<file path="src/rtl/comp_pkg.sv">
// comp_pkg: shared defaults and width/index helpers for the comp_mac block.
`default_nettype none

package comp_pkg;

    localparam int DEF_P_SIZE  = 8;
    localparam int DEF_N_CH    = 4;
    localparam int DEF_P_LAT   = 2;
    localparam int DEF_P_GUARD = 4;

    function automatic int acc_width(input int p_size, input int p_guard);
        return 2 * p_size + p_guard;
    endfunction

    // Low bit of channel k inside a packed bus of w-bit channels.
    function automatic int lane_lo(input int k, input int w);
        return k * w;
    endfunction

endpackage

`default_nettype wire

</file>
<file path="src/rtl/comp_mac_lane.sv">
// comp_mac_lane: one channel of comp_mac -- pipelined unsigned multiply plus accumulator.
// Accumulator saturates when COMP_MAC_SAT_EN is defined, otherwise wraps.
`default_nettype none

module comp_mac_lane #(
    parameter int P_SIZE = 8,
    parameter int P_LAT  = 2,
    parameter int ACC_W  = 20
) (
    input  logic                  clk,
    input  logic                  rst,
    input  logic [P_SIZE-1:0]     a,
    input  logic [P_SIZE-1:0]     b,
    input  logic                  vld,
    input  logic                  clr,
    output logic [2*P_SIZE-1:0]   prod,
    output logic [ACC_W-1:0]      acc,
    output logic                  ovf
);

    logic [2*P_SIZE-1:0] mul;
    logic [2*P_SIZE-1:0] mul_out;
    logic [ACC_W:0]      prod_ext;
    logic [ACC_W:0]      sum;
    logic [ACC_W-1:0]    acc_next;
    logic                carry;

    assign mul = {{P_SIZE{1'b0}}, a} * {{P_SIZE{1'b0}}, b};

    // The final pipeline stage is the accumulator register itself, so only
    // P_LAT-1 product registers sit in front of it.
    generate
        if (P_LAT == 1) begin : g_no_pipe
            assign mul_out = mul;
        end else begin : g_pipe
            logic [2*P_SIZE-1:0] mul_q [P_LAT-1];
            always_ff @(posedge clk) begin
                mul_q[0] <= mul;
                for (int i = 1; i < P_LAT - 1; i++) begin
                    mul_q[i] <= mul_q[i-1];
                end
            end
            assign mul_out = mul_q[P_LAT-2];
        end
    endgenerate

    assign prod_ext = {{(ACC_W + 1 - 2*P_SIZE){1'b0}}, mul_out};
    assign sum      = {1'b0, acc} + prod_ext;
    assign carry    = sum[ACC_W];

    always_comb begin
        acc_next = sum[ACC_W-1:0];
`ifdef COMP_MAC_SAT_EN
        if (carry) begin
            acc_next = '1;
        end
`endif
    end

    always_ff @(posedge clk) begin
        if (rst) begin
            prod <= '0;
            acc  <= '0;
            ovf  <= 1'b0;
        end else if (vld) begin
            prod <= mul_out;
            if (clr) begin
                acc <= prod_ext[ACC_W-1:0];
                ovf <= 1'b0;
            end else begin
                acc <= acc_next;
                if (carry) begin
                    ovf <= 1'b1;
                end
            end
        end else if (clr) begin
            acc <= '0;
            ovf <= 1'b0;
        end
    end

endmodule

`default_nettype wire

</file>
<file path="src/rtl/comp_mac.sv">
// comp_mac: N_CH-channel unsigned multiply-accumulate with shared valid/clear tag pipeline.
// Optional macro COMP_MAC_SAT_EN selects saturating accumulators (default: wrap).
`default_nettype none

module comp_mac
    import comp_pkg::*;
#(
    parameter int P_SIZE  = DEF_P_SIZE,
    parameter int N_CH    = DEF_N_CH,
    parameter int P_LAT   = DEF_P_LAT,
    parameter int P_GUARD = DEF_P_GUARD
) (
    input  logic                                      clk,
    input  logic                                      rst,
    input  logic [N_CH*P_SIZE-1:0]                    i_param,
    input  logic [N_CH*P_SIZE-1:0]                    i_param_2,
    input  logic                                      ena,
    input  logic                                      i_clr,
    output logic [N_CH*2*P_SIZE-1:0]                  o_param,
    output logic [N_CH*acc_width(P_SIZE, P_GUARD)-1:0] o_param_2,
    output logic                                      dv,
    output logic [N_CH-1:0]                           o_ovf
);

    localparam int ACC_W = acc_width(P_SIZE, P_GUARD);

    logic vld_out;
    logic clr_out;

    generate
        if (P_LAT == 1) begin : g_no_pipe
            assign vld_out = ena;
            assign clr_out = i_clr;
        end else begin : g_pipe
            logic [P_LAT-2:0] vld_q;
            logic [P_LAT-2:0] clr_q;
            always_ff @(posedge clk) begin
                if (rst) begin
                    vld_q <= '0;
                    clr_q <= '0;
                end else begin
                    vld_q[0] <= ena;
                    clr_q[0] <= i_clr;
                    for (int i = 1; i < P_LAT - 1; i++) begin
                        vld_q[i] <= vld_q[i-1];
                        clr_q[i] <= clr_q[i-1];
                    end
                end
            end
            assign vld_out = vld_q[P_LAT-2];
            assign clr_out = clr_q[P_LAT-2];
        end
    endgenerate

    // dv is registered alongside the accumulators so it marks the cycle they change.
    always_ff @(posedge clk) begin
        if (rst) begin
            dv <= 1'b0;
        end else begin
            dv <= vld_out;
        end
    end

    generate
        for (genvar k = 0; k < N_CH; k++) begin : g_lane
            comp_mac_lane #(
                .P_SIZE (P_SIZE),
                .P_LAT  (P_LAT),
                .ACC_W  (ACC_W)
            ) u_lane (
                .clk  (clk),
                .rst  (rst),
                .a    (i_param[lane_lo(k, P_SIZE) +: P_SIZE]),
                .b    (i_param_2[lane_lo(k, P_SIZE) +: P_SIZE]),
                .vld  (vld_out),
                .clr  (clr_out),
                .prod (o_param[lane_lo(k, 2*P_SIZE) +: 2*P_SIZE]),
                .acc  (o_param_2[lane_lo(k, ACC_W) +: ACC_W]),
                .ovf  (o_ovf[k])
            );
        end
    endgenerate

endmodule

`default_nettype wire

</file>
<file path="config.mk">
export PLATFORM = sky130hd
export DESIGN_NAME = comp_mac
export DESIGN_NICKNAME = d
export VERILOG_FILES = /design/src/rtl/comp_pkg.sv /design/src/rtl/comp_mac_lane.sv /design/src/rtl/comp_mac.sv
export SDC_FILE = /design/constraint.sdc
export NUM_CORES = 1
export LEC_CHECK = 0
export BUFFER_PORTS_ARGS = -buffer_cell sky130_fd_sc_hd__buf_2
export CAP_MARGIN = 20
export CORE_MARGIN = 1.5
export CORE_UTILIZATION = 35
export DETAILED_ROUTE_END_ITERATION = 8
export GPL_ROUTABILITY_DRIVEN = 1
export GPL_TIMING_DRIVEN = 0
export MAX_ROUTING_LAYER = met4
export PLACE_DENSITY_LB_ADDON = 0.1
export SYNTH_ARGS = -nofsm -noshare
export SYNTH_HDL_FRONTEND = slang
export SYNTH_HIERARCHICAL = 1
export SYNTH_SLANG_ARGS = --single-unit
</file>
<file path="constraint.sdc">
create_clock -name clk -period 5.6 [get_ports clk]
set_input_delay 0.84 -clock clk [delete_from_list [all_inputs] [get_ports clk]]
set_output_delay 0.84 -clock clk [all_outputs]
set_load 0.02 [all_outputs]
</file>
==> metrics.cfg <==
[critical_path]
critPathRequiredTime_ps = 6020
cp-end-kind = flop
start_kind = primary input
critPathKind = in -> reg
crit_fanout = 8
crit_start = i_param_2[7]
critPathCapture = g_lane[0].u_lane/g_pipe.mul_q[0][15]
timing.rr.start = g_pipe.vld_q
arrival_ps = 4990
r2r_cells = 4
r2r_setup_slack_ps = 3060
timing.rr.end = g_lane[2].u_lane/prod[5]

[placement]
dp_hpwl_mm = 42.7
portBuffers = 216
preCtsSetupSlack_ps = 469
dp.cells = 3196
gp_congestion = 0.884

[synth]
synth_seq_area_share_pct = 22.2
ys_seq_elements = 215
ys.flop_type = dfxtp_1
avgSynthCellArea_um2 = 8.70
yosys_warnings = 6
syn-num-nets = 2656
syn-cell-area_um2 = 19400
synth_cells = 2232
async_flop_share_pct = 0
synth_edf_count = 0
ys_types = 89

[job]
drv_cap = 0

[timing]
setup_tns_ps = 0
slew_viol_final = 0
finalWorstSetupSlack_ps = 1030
rsz0062_at_grt = no
clock.fmax_mhz = 219
worst_slew_pin_slew_ps = 910
slew_headroom_pct = 39.3
skew_ps = 15.9
hold_violations = 0
timing.hold.ws_ps = 457
setup_viol = 0
min_period_ps = 4570
post-route-period-util_pct = 81.6

[floorplanning]
core_area_um2 = 55000
die_area_um2 = 56900
die_h_um = 239
die_w_um = 239
io_pins = 217
rows = 86
start_util_pct = 35.3

[drt]
dr.pass1.iters = 5
wl_per_cell_um = 16.3
routed_wl_mm = 52.8
drc_errors = 0
drtIter0Drc = 827
antenna_left = 0
vias = 16200
vias_per_cell = 5.00

[cts]
cts_hold_buf = 0
postCtsSetupBuffers = 0
cts-buffers-inserted = 28
path_clk_slew_ps = 60
clk_path_buf_depth = 3
cts_tree = done
h-tree-depth = 1
cts-root-buf = clkbuf_16
ctsResizeCount = 0
insertion_delay_ps = 550
clock_sinks = 215

[run_status]
outcome = finished clean

[final_layout]
drive_gt1_share_pct = 13.1
layout.nets = 2902
fillers = 5632
instances_no_fill = 3245
syn2layout_area_growth_pct = 15.4
antenna_cells = 0
ff_latch_area_um2 = 4300
multi_input_area_um2 = 13800

[global_route]
grt_pass1_vias = 16300
grt_max_degree = 18
grt_pass1_wl_mm = 85.7
gr-usage-all-layers_pct = 19.0
grt-ovfl-total = 0
antenna_found_initial = 0

[worst_hold_path]
hold_start = g_lane[1].u_lane/ovf
hold_path.class = reg -> reg

[power]
p_per_area_nw_per_um2 = 376
p_leak_nw = 10.6
vdd_ir_drop_max_v = 0.000193

==> Yosys cell counts (4+ instances only) <==
| master | instances | area share [%] |
|---|---|---|
| xor2_1 | 21 | 0.95 |
| or2_2 | 7 | 0.23 |
| nor4_1 | 5 | 0.16 |
| a21oi_1 | 135 | 3.5 |
| clkbuf_1 | 32 | 0.62 |
| o21ai_0 | 58 | 1.5 |
| and2_1 | 218 | 7.0 |
| fa_1 | 148 | 15 |
| or3_1 | 17 | 0.55 |
| a21oi_2 | 6 | 0.27 |
| nand4_1 | 10 | 0.32 |
| inv_1 | 275 | 5.3 |
| nand3_1 | 30 | 0.77 |
| buf_2 | 12 | 0.31 |
| a31oi_1 | 37 | 1.2 |
| nor3_1 | 41 | 1.1 |
| o21ai_2 | 5 | 0.23 |
| a311oi_1 | 13 | 0.59 |
| nand2_1 | 161 | 3.1 |
| o2111ai_1 | 4 | 0.18 |
| mux2i_1 | 77 | 4.0 |
| o211ai_2 | 4 | 0.26 |
| o31a_1 | 6 | 0.27 |
| a211o_1 | 5 | 0.23 |
| o21bai_1 | 7 | 0.27 |
| o21a_1 | 23 | 0.89 |
| nor3b_1 | 19 | 0.73 |
| nor2b_1 | 23 | 0.74 |
| ha_1 | 208 | 13 |
| a211oi_1 | 15 | 0.58 |
| dfxtp_1 | 215 | 22 |
| a2111oi_2 | 4 | 0.31 |
| nor2_1 | 149 | 2.9 |
| xnor2_1 | 49 | 2.2 |
| o211ai_1 | 18 | 0.70 |
| buf_1 | 16 | 0.31 |
| o31ai_1 | 8 | 0.31 |
| nand2b_1 | 12 | 0.39 |
| o21ai_1 | 8 | 0.21 |
| nand3b_1 | 9 | 0.35 |
| a21o_1 | 21 | 0.81 |
| and3_1 | 19 | 0.61 |
==> sequential cells by signal, indices dropped and copies added (netlist names) <==
name / count
g_lane.u_lane/ovf: 4
dv: 1
g_lane.u_lane/g_pipe.mul_q: 64
g_pipe.vld_q: 1
g_lane.u_lane/acc: 80
g_lane.u_lane/prod: 64
clr_out: 1
==> cells in the final DEF, fill, tap and decap left out, types with 6 or more instances in the layout <==
master       n
clkbuf_16   29
or3_1       17
a211oi_1    15
and3_1      19
and2_1     218
ha_1       208
clkbuf_1    37
o211ai_1    18
nand2_1    161
a311oi_1    13
nor3_1      41
a31oi_1     37
nand4_1     10
o21a_1      23
o21ai_1      8
or2_2        7
fa_1       148
a21oi_2      6
o21ai_0     58
dfxtp_1    215
nor2_1     149
buf_2      228
nand2b_1    12
a21o_1      21
xnor2_1     49
inv_1      275
nand3_1     30
o31a_1       6
xor2_1      21
nor2b_1     23
nand3b_1     9
o31ai_1      8
o21bai_1     7
mux2i_1     77
buf_1       16
a21oi_1    135
nor3b_1     19
==> logic make-up (layout without fill, tap and decap cells) <==
| group | count (synthesis) | count (layout) | share of synthesized area (%) |
|---|---|---|---|
| AO/OA/AOI/OAI | 441 | 441 | 15.7 |
| XOR/XNOR | 70 | 70 | 3.16 |
| adder cells (fa/ha/maj) | 356 | 356 | 28.7 |
| buffers and inverters | 336 | 601 | 6.58 |
| flip-flops | 215 | 215 | 22.2 |
| multiplexers | 81 | 81 | 4.20 |
| AND/OR/NAND/NOR | 733 | 733 | 19.5 |
==> worst min-delay path by stage <==
stage	endpoint	slack [ps]	depth (start not counted)
global route	g_lane[1].u_lane/ovf	480	2
detailed placement	g_lane[2].u_lane/ovf	460	1
global placement	g_lane[2].u_lane/ovf	450	1
finish	g_lane[1].u_lane/ovf	460	2
CTS	g_lane[2].u_lane/ovf	470	1
floorplan	g_lane[2].u_lane/prod[13]	470	2
==> cell type report <==
class	count	area share [%]
multi-input combinational	1681	61.7
sequential	215	19.2
inverter	275	4.61
tap	748	4.18
clock inverter	12	0.876
clock buffer	37	3.51
buffer	61	1.09
timing repair buffer	216	4.82
==> critical path, stage by stage <==
cell,delay (ps)
buf_2,150
and2_1,180
fa_1,510
fa_1,530
fa_1,540
inv_1,50
fa_1,520
inv_1,40
ha_1,350
or2_2,310
a21oi_1,170
a21oi_2,90
or4b_1,500
and3_1,210
==> routing by layer <==
metal	track usage (%)	part of all wire, %
met1	24.3	46
met2	31.0	47
met3	3.24	5.2
met4	5.02	2.3
met5	-	0
==> power by group <==
part / switching [W] / internal (W)
registers: 0.000309 / 0.00186
clock network: 0.000700 / 0.00121
logic: 0.00251 / 0.00183
==> metrics by stage <==
stage	power, W	area [µm²]	utilization [%]
global placement	0.00649	21400	39.0
finish	0.00842	22400	40.8
detailed placement	0.00654	21400	39.0
floorplan	0.00548	19400	-
global route	0.00921	22400	40.8
CTS	0.00852	22400	40.8
No activity file was read; power rests on OpenSTA's default activity.
